## config.mk

```make
export PLATFORM = sky130hd
export DESIGN_NAME = block_sync_66b
export DESIGN_NICKNAME = d
export VERILOG_FILES = /design/src/rtl/block_sync_66b.sv
export SDC_FILE = /design/constraint.sdc
export NUM_CORES = 1
export LEC_CHECK = 0
export BUFFER_PORTS_ARGS = -buffer_cell sky130_fd_sc_hd__buf_2
export CELL_PAD_IN_SITES_DETAIL_PLACEMENT = 1
export CELL_PAD_IN_SITES_GLOBAL_PLACEMENT = 2
export CORE_ASPECT_RATIO = 0.75
export CORE_MARGIN = 4
export CORE_UTILIZATION = 29
export CTS_CLUSTER_DIAMETER = 80
export DETAILED_ROUTE_END_ITERATION = 12
export PLACE_DENSITY_LB_ADDON = 0.1
export SKIP_LAST_GASP = 1
export SYNTH_ARGS = -nofsm -noshare
export SYNTH_HDL_FRONTEND = slang
export SYNTH_SLANG_ARGS = --single-unit
export TNS_END_PERCENT = 50
```

## constraint.sdc

```tcl
create_clock -name clk -period 2.2 [get_ports clk]
set_clock_uncertainty 0.2 [all_clocks]
set_input_delay 0.33 -clock clk [delete_from_list [all_inputs] [get_ports clk]]
set_output_delay 0.33 -clock clk [all_outputs]
set_load 0.01 [all_outputs]
```

## src/rtl/block_sync_66b.sv

```systemverilog
// 64B/66B receive block synchronizer with hunt/slip/wait/lock FSM.
// Define BLOCK_SYNC_DESCRAMBLER_EN to include the 1+x^39+x^58 descrambler.
`timescale 1ns/1ps
module block_sync_66b #(
  parameter int LOCK_COUNT = 64,
  parameter int BAD_LIMIT  = 16,
  parameter int SLIP_WAIT  = 4
) (
  input  logic        clk,
  input  logic        rst,
  input  logic        en,
  input  logic        din_valid,
  input  logic [65:0] din_66b,
  output logic        slip,
  output logic        block_lock,
  output logic        dout_valid,
  output logic [65:0] dout_66b,
  output logic        hdr_err,
  output logic [15:0] err_count
);

  localparam logic [1:0] HUNT   = 2'd0;
  localparam logic [1:0] SLIP   = 2'd1;
  localparam logic [1:0] WAIT   = 2'd2;
  localparam logic [1:0] LOCKED = 2'd3;

  localparam int SHW = $clog2(LOCK_COUNT + 1);
  localparam int BDW = $clog2(BAD_LIMIT + 1);
  localparam int WTW = $clog2(SLIP_WAIT + 1);

  localparam logic [SHW-1:0] SH_LAST = SHW'(LOCK_COUNT - 1);
  localparam logic [BDW-1:0] BD_LAST = BDW'(BAD_LIMIT - 1);
  localparam logic [WTW-1:0] WT_LAST = WTW'(SLIP_WAIT - 1);

  logic [1:0]     state;
  logic [SHW-1:0] sh_cnt;
  logic [BDW-1:0] bad_cnt;
  logic [WTW-1:0] wait_cnt;
  logic           slip_r;
  logic           lock_r;
  logic           dv_r;
  logic           he_r;
  logic [65:0]    dout_r;
  logic [15:0]    err_r;

  logic           acc;
  logic           hdr_ok;
  logic [63:0]    plain;

  assign acc    = en & din_valid;
  assign hdr_ok = din_66b[65] ^ din_66b[64];

`ifdef BLOCK_SYNC_DESCRAMBLER_EN
  logic [57:0] scr_q;
  logic [57:0] scr_n;

  // Serial descrambler unrolled over the 64 payload bits, LSB first
  always_comb begin
    scr_n = scr_q;
    plain = '0;
    for (int i = 0; i < 64; i++) begin
      plain[i] = din_66b[i] ^ scr_n[38] ^ scr_n[57];
      scr_n    = {scr_n[56:0], din_66b[i]};
    end
  end

  // State follows received bits only while hunting or locked
  always_ff @(posedge clk or negedge rst) begin
    if (!rst) begin
      scr_q <= '0;
    end else if (acc && (state == HUNT || state == LOCKED)) begin
      scr_q <= scr_n;
    end
  end
`else
  assign plain = din_66b[63:0];
`endif

  // Lock FSM, window counters and registered outputs
  always_ff @(posedge clk or negedge rst) begin
    if (!rst) begin
      state    <= HUNT;
      sh_cnt   <= '0;
      bad_cnt  <= '0;
      wait_cnt <= '0;
      slip_r   <= 1'b0;
      lock_r   <= 1'b0;
      dv_r     <= 1'b0;
      he_r     <= 1'b0;
      dout_r   <= '0;
      err_r    <= '0;
    end else if (en) begin
      dv_r <= 1'b0;
      he_r <= 1'b0;
      unique case (state)
        HUNT: begin
          if (acc) begin
            if (!hdr_ok) begin
              he_r   <= 1'b1;
              sh_cnt <= '0;
              slip_r <= 1'b1;
              state  <= SLIP;
            end else if (sh_cnt == SH_LAST) begin
              sh_cnt  <= '0;
              bad_cnt <= '0;
              lock_r  <= 1'b1;
              state   <= LOCKED;
            end else begin
              sh_cnt <= sh_cnt + 1'b1;
            end
          end
        end
        SLIP: begin
          slip_r   <= 1'b0;
          wait_cnt <= '0;
          state    <= WAIT;
        end
        WAIT: begin
          if (wait_cnt == WT_LAST) begin
            wait_cnt <= '0;
            sh_cnt   <= '0;
            bad_cnt  <= '0;
            state    <= HUNT;
          end else begin
            wait_cnt <= wait_cnt + 1'b1;
          end
        end
        LOCKED: begin
          if (acc) begin
            if (!hdr_ok) begin
              he_r <= 1'b1;
              if (err_r != 16'hFFFF) err_r <= err_r + 1'b1;
            end
            if (!hdr_ok && bad_cnt == BD_LAST) begin
              lock_r  <= 1'b0;
              slip_r  <= 1'b1;
              sh_cnt  <= '0;
              bad_cnt <= '0;
              state   <= SLIP;
            end else begin
              dv_r   <= 1'b1;
              dout_r <= {din_66b[65:64], plain};
              if (sh_cnt == SH_LAST) begin
                sh_cnt  <= '0;
                bad_cnt <= '0;
              end else begin
                sh_cnt <= sh_cnt + 1'b1;
                if (!hdr_ok) bad_cnt <= bad_cnt + 1'b1;
              end
            end
          end
        end
        default: state <= HUNT;
      endcase
    end else begin
      dv_r <= 1'b0;
      he_r <= 1'b0;
    end
  end

  // A disabled stage presents no pulses; a pending slip is held until re-enabled
  assign slip       = slip_r & en;
  assign dout_valid = dv_r & en;
  assign hdr_err    = he_r & en;
  assign block_lock = lock_r;
  assign dout_66b   = dout_r;
  assign err_count  = err_r;

endmodule

```

==> After elaboration in Yosys (flattened, before gate mapping) <==
Cells that the tools add are included.
{ "classes": {"addsub": 4, "eq_ne": 16, "mux": 44, "bitwise_logic": 7, "n_reduce_logical": 16} }
{ "op_table": {"columns": ["op", "n"], "rows": [
  ["7-bit two-way mux", 6],
  ["5-bit two-way mux", 8],
  ["7-bit case mux with 3 select lines", 1],
  ["1-bit two-way mux", 17],
  ["16-bit by 1-bit adder with 16-bit output (second input constant)", 1],
  ["16-bit != test (second input constant)", 1],
  ["5-bit case mux with 3 select lines", 1],
  ["2-bit != test (second input constant)", 7],
  ["2-bit two-way mux", 6],
  ["6-bit AND reduction", 2],
  ["5-bit AND reduction", 2],
  ["2-bit case mux with 4 select lines", 1],
  ["8-bit AND reduction", 1],
  ["7-bit by 1-bit adder with 7-bit output (second input constant)", 1],
  ["7-bit by 6-bit == test with 1-bit output (second input constant)", 1],
  ["7-bit AND reduction", 1],
  ["3-bit case mux with 2 select lines", 1],
  ["3-bit nonzero test", 2],
  ["5-bit by 1-bit adder with 5-bit output (second input constant)", 1],
  ["5-bit by 4-bit == test with 1-bit output (second input constant)", 1],
  ["1-bit bitwise AND", 4],
  ["2-bit == test (second input constant)", 2],
  ["4-bit != test (second input constant)", 1],
  ["4-bit AND reduction", 1],
  ["other kinds (15)", 17]
]} }
{ "word_totals": {"register_bits": 103, "out_inout_bits": 86} }

==> Logic depth before layout (Yosys ltp) <==
{ "depth": {"ltp_word": 7, "mapped_depth": 9, "ltp_nobuf": 7} }

==> Least setup slack after synthesis <==
OpenSTA, ideal clock, no wires.
{ "synth_timing": {"kind": "reg-to-reg", "start": "register bad_cnt[0]", "end": "register dout_r[36], in the netlist dout_66b[36]", "arrival_time_ns": 1.867, "t_required_ns": 1.873, "setup_slack_ns": 0.006, "stages_incl_launch_ff": 10, "n_path_buf": 2, "synth_period_minus_slack_ns": 2.194, "path_cell_list": "dfrtp_1 ha_1 and3_1 ha_1 inv_1 o21ai_2 nor2_4 buf_6 buf_6 mux2_1"} }
{ "synth_via": {"elab_chain_cells": 4} }
{ "synth_rtl": {"columns": ["element", "line", "text"], "rows": [
  ["start: declaration", "37", "logic [BDW-1:0] bad_cnt;"],
  ["start signal: assignment", "148", "if (!hdr_ok) bad_cnt <= bad_cnt + 1'b1;"],
  ["5-bit by 4-bit == test with 1-bit output", "134", "if (!hdr_ok && bad_cnt == BD_LAST) begin"],
  ["1-bit logical AND", "134", null],
  ["1-bit NOT (no line)", null, null],
  ["4-bit AND reduction (no line)", null, null],
  ["end signal: assignment", "142", "dout_r <= {din_66b[65:64], plain};"],
  ["end: declaration", "43", "logic [65:0] dout_r;"]
]} }
Every way passes these cells.
A chain may end at the register's enable or synchronous reset.

==> Final worst setup path <==
{ "layout_timing": {"start": "register bad_cnt[1]", "end": "register dout_r[58], in the netlist dout_66b[58]"} }
Same word-level chain as after synthesis.

==> metrics.md <==
| Metric | Value |
|---|---|
| Status | `finished, final reports clean` |
| Largest net degree at the start of global routing | `53` |
| Port bufs | `155` |
| Wire length per cell | `16.4 um` |
| Count leader, synth | `dfrtp_1` |
| DIE WIDTH | `152 um` |
| Clock insertion delay at the later pin of the skew report | `0.34 ns` |
| Max_cap viols | `0` |
| Leakage | `3.29 nW` |
| Clock Sinks | `103` |
| First-pass GRT wire length | `21.2 mm` |
| Reg-to-Reg Start | `bad_cnt[1]` |
| R2R depth | `9` |
| Area leader, netlist | `dfrtp_1` |
| Switching part of the total | `0.331` |
| Hold Crit Class | `in2reg` |
| PwrDens | `1100 nW/um^2` |
| Clock power frac | `0.209` |
| Mapped Cells | `341` |
| Initial drt markers | `60` |
| EDFF count, synth | `0` |
| Row count | `39` |
| Synthesized Nets | `420` |
| Internal reg-to-reg setup slack | `0.04 ns` |
| IO Pins | `156` |
| Routed wire length | `12.8 mm` |
| Vias | `3,577` |
| Drt drc | `0` |
| Mapped Area | `4520 sq um` |
| CTS Buf Count | `9` |
| CP required | `2.23 ns` |
| Slew Viols, Final | `0` |
| Gr ovfl total | `0` |
| Yosys top cell area share | `0.570` |
| Worst setup EP type | `register` |
| Die Y | `116 um` |
| Antenna violations before repair | `0` |
| Multi-input logic area | `1880 sq um` |
| Remaining antenna violation count | `0` |
| Final design utilization | `0.437` |
| Final period utilization | `0.984` |
| Count of cell types in the netlist | `50` |
| Most used DFF post-synth | `dfrtp_1` |
| WHS Path Cells | `2` |
| DRT Pass-1 Iters | `6` |
| Tot GR Track Use | `0.150` |
| Final Hold Fails | `0` |
| Share of layout cells above drive strength 1 | `0.461` |
| Fillers | `1,660` |
| Reg power frac | `0.406` |
| Internal | `4.91 mW` |
| Core Area | `15,300 sq um` |
| Slew of the pin with the lowest slew margin | `0.461 ns` |
| Fraction of registers with async set/reset | `1.00` |
| Unrepaired setup endpoints after global routing | `yes` |
| Crit Path Max Fanout | `8` |
| Final min period | `2.16 ns` |
| CTS Buffer Depth | `2` |
| Post-DP HPWL | `8.98 mm` |
| Gate power share | `0.385` |
| CTS clk-pin slew, worst paths | `0.07 ns` |
| Max Freq | `0.462 GHz` |
| YS warnings | `0` |
| Arr. time, crit path | `2.19 ns` |
| Clk Tree Root Cell | `clkbuf_16` |
| Ant. Diodes | `0` |
| Setup Viol. Count Final | `0` |
| Syn_area_per_cell | `13.2 sq um` |
| Layout Nets | `651` |
| CTS tree | `built` |
| H-tree depth | `3` |
| Hold_sp | `din_66b[49]` |
| Top cells by count, synth | `dfrtp_1, mux2_2, mux2_1, nand3_1, xor2_1` |
| Reg area | `2580 sq um` |
| DP Area | `5680 sq um` |
| CP Class | `reg2reg` |
| Cell area after layout | `6680 sq um` |
| Routed vias/inst | `4.59` |
| Initial core utilization | `0.296` |
| Net Sw Power | `2.43 mW` |
| CP startpoint kind | `register` |
| Total power | `7.33 mW` |
| Seq cells post-synth | `103` |
| Final hold slack | `0.0164 ns` |
| Placer congestion estimate | `0.747` |
| Worst r2r dst | `dout_66b[58]` |
| Slew headroom | `0.693` |
| Vias in the first global route | `3,956` |
| Worst Hold Endpoint | `dout_66b[49]` |
| Sequential element share of the synthesized area | `0.570` |
| Area Overhead vs Synth | `47.8%` |
| Die area | `17,700 sq um` |
| CP Launch Point | `bad_cnt[1]` |
| Worst vdd ir | `0.000448 V` |
| Largest cells by area after synthesis | `dfrtp_1, mux2_2, mux2_1, xor2_1, ha_1` |
per-layer routing:
metal | wire length [um] | track usage | up-vias
li1 | - | - | 1689
met1 | 5930 | 0.190 | 1779
met2 | 5960 | 0.250 | 95
met3 | 740 | 0.0489 | 14
met4 | 137 | 0.0401 | 0
met5 | 0 | 0 | -
worst max-delay path, cell delays in order, from the launching register on:
cell	delay [ns]
dfrtp_1	0.39
ha_2	0.20
and3_4	0.19
ha_4	0.16
inv_4	0.06
o21ai_4	0.06
nor2_4	0.12
buf_12	0.17
clkbuf_16	0.17
mux2_1	0.32
what timing repair did:
action / in CTS / in global routing
buffers inserted: 4 / 1
hold buffers: 42 / 0
pin swaps: 1 / 2
resized for setup: 10 / 17
cloned: 3 / 3
setup endpoints to repair: 58 / 79
hold endpoints to repair: 144 / 0
final cells by class:
class                      instances  area share
clock inverter                     2     0.00206
timing repair buffer             230       0.245
multi-input combinational        216       0.281
inverter                          12     0.00712
tap                              205      0.0384
sequential                       103       0.386
clock buffer                      12      0.0399
logic make-up (layout without fill, tap and decap cells):
family / Yosys count / after routing / synth area share
AO/OA/AOI/OAI: 30 / 30 / 0.0476
XOR/XNOR: 17 / 17 / 0.0346
adder cells (fa/ha/maj): 9 / 9 / 0.0249
buffers and inverters: 22 / 256 / 0.0277
flip-flops: 103 / 103 / 0.570
multiplexers: 75 / 75 / 0.186
AND/OR/NAND/NOR: 85 / 85 / 0.109
power by group through the flow:
stage	logic, mW	registers (mW)	clock network [mW]
after floorplan	1.08	3.29	0
after global placement	2.56	2.98	0
after detailed placement	2.60	3.01	0
after CTS	2.76	2.98	1.61
after global routing	3.11	3.08	1.69
final	2.82	2.98	1.54
sequential cells by signal, summed over array words and instances, names as in the netlist:
register / count
sh_cnt: 7
dout_66b: 66
he_r: 1
state: 2
slip_r: 1
err_count: 16
wait_cnt: 3
dv_r: 1
block_lock: 1
bad_cnt: 5
metrics by stage:
step | setup TNS (ns) | std cells | setup WS (ns)
floorplan | 0 | 341 | 0.00560
global placement | -1.65 | 714 | -0.0432
detailed placement | -3.76 | 714 | -0.0908
CTS | -1.87 | 777 | -0.0923
global route | -0.464 | 780 | -0.0458
finish | 0 | 780 | 0.0351
worst max-delay path by stage:
stage	to	slack, ns	cells after the start
finish	dout_66b[58]	0.04	9
global route	bad_cnt[2]	-0.05	8
CTS	dout_66b[45]	-0.09	10
detailed placement	dout_66b[2]	-0.09	8
global placement	dout_66b[2]	-0.04	8
floorplan	dout_66b[36]	0.006	9
placed cells by master, fill, tap and decap left out, types with 4 or more instances in the layout:
| master | count |
|---|---|
| xor2_1 | 14 |
| nand2_1 | 11 |
| dlygate4sd3_1 | 42 |
| nor2_1 | 11 |
| nand4_1 | 6 |
| inv_1 | 11 |
| buf_2 | 154 |
| nor4_1 | 4 |
| o21ai_0 | 5 |
| buf_12 | 6 |
| nor3_1 | 9 |
| dfrtp_1 | 103 |
| mux2_4 | 8 |
| mux2_1 | 22 |
| mux2_2 | 42 |
| nand3_1 | 15 |
| and2_1 | 4 |
| ha_1 | 7 |
| buf_4 | 21 |
| and4_1 | 5 |
| clkbuf_16 | 12 |
Note: power is estimated with default switching activity, not from simulation.
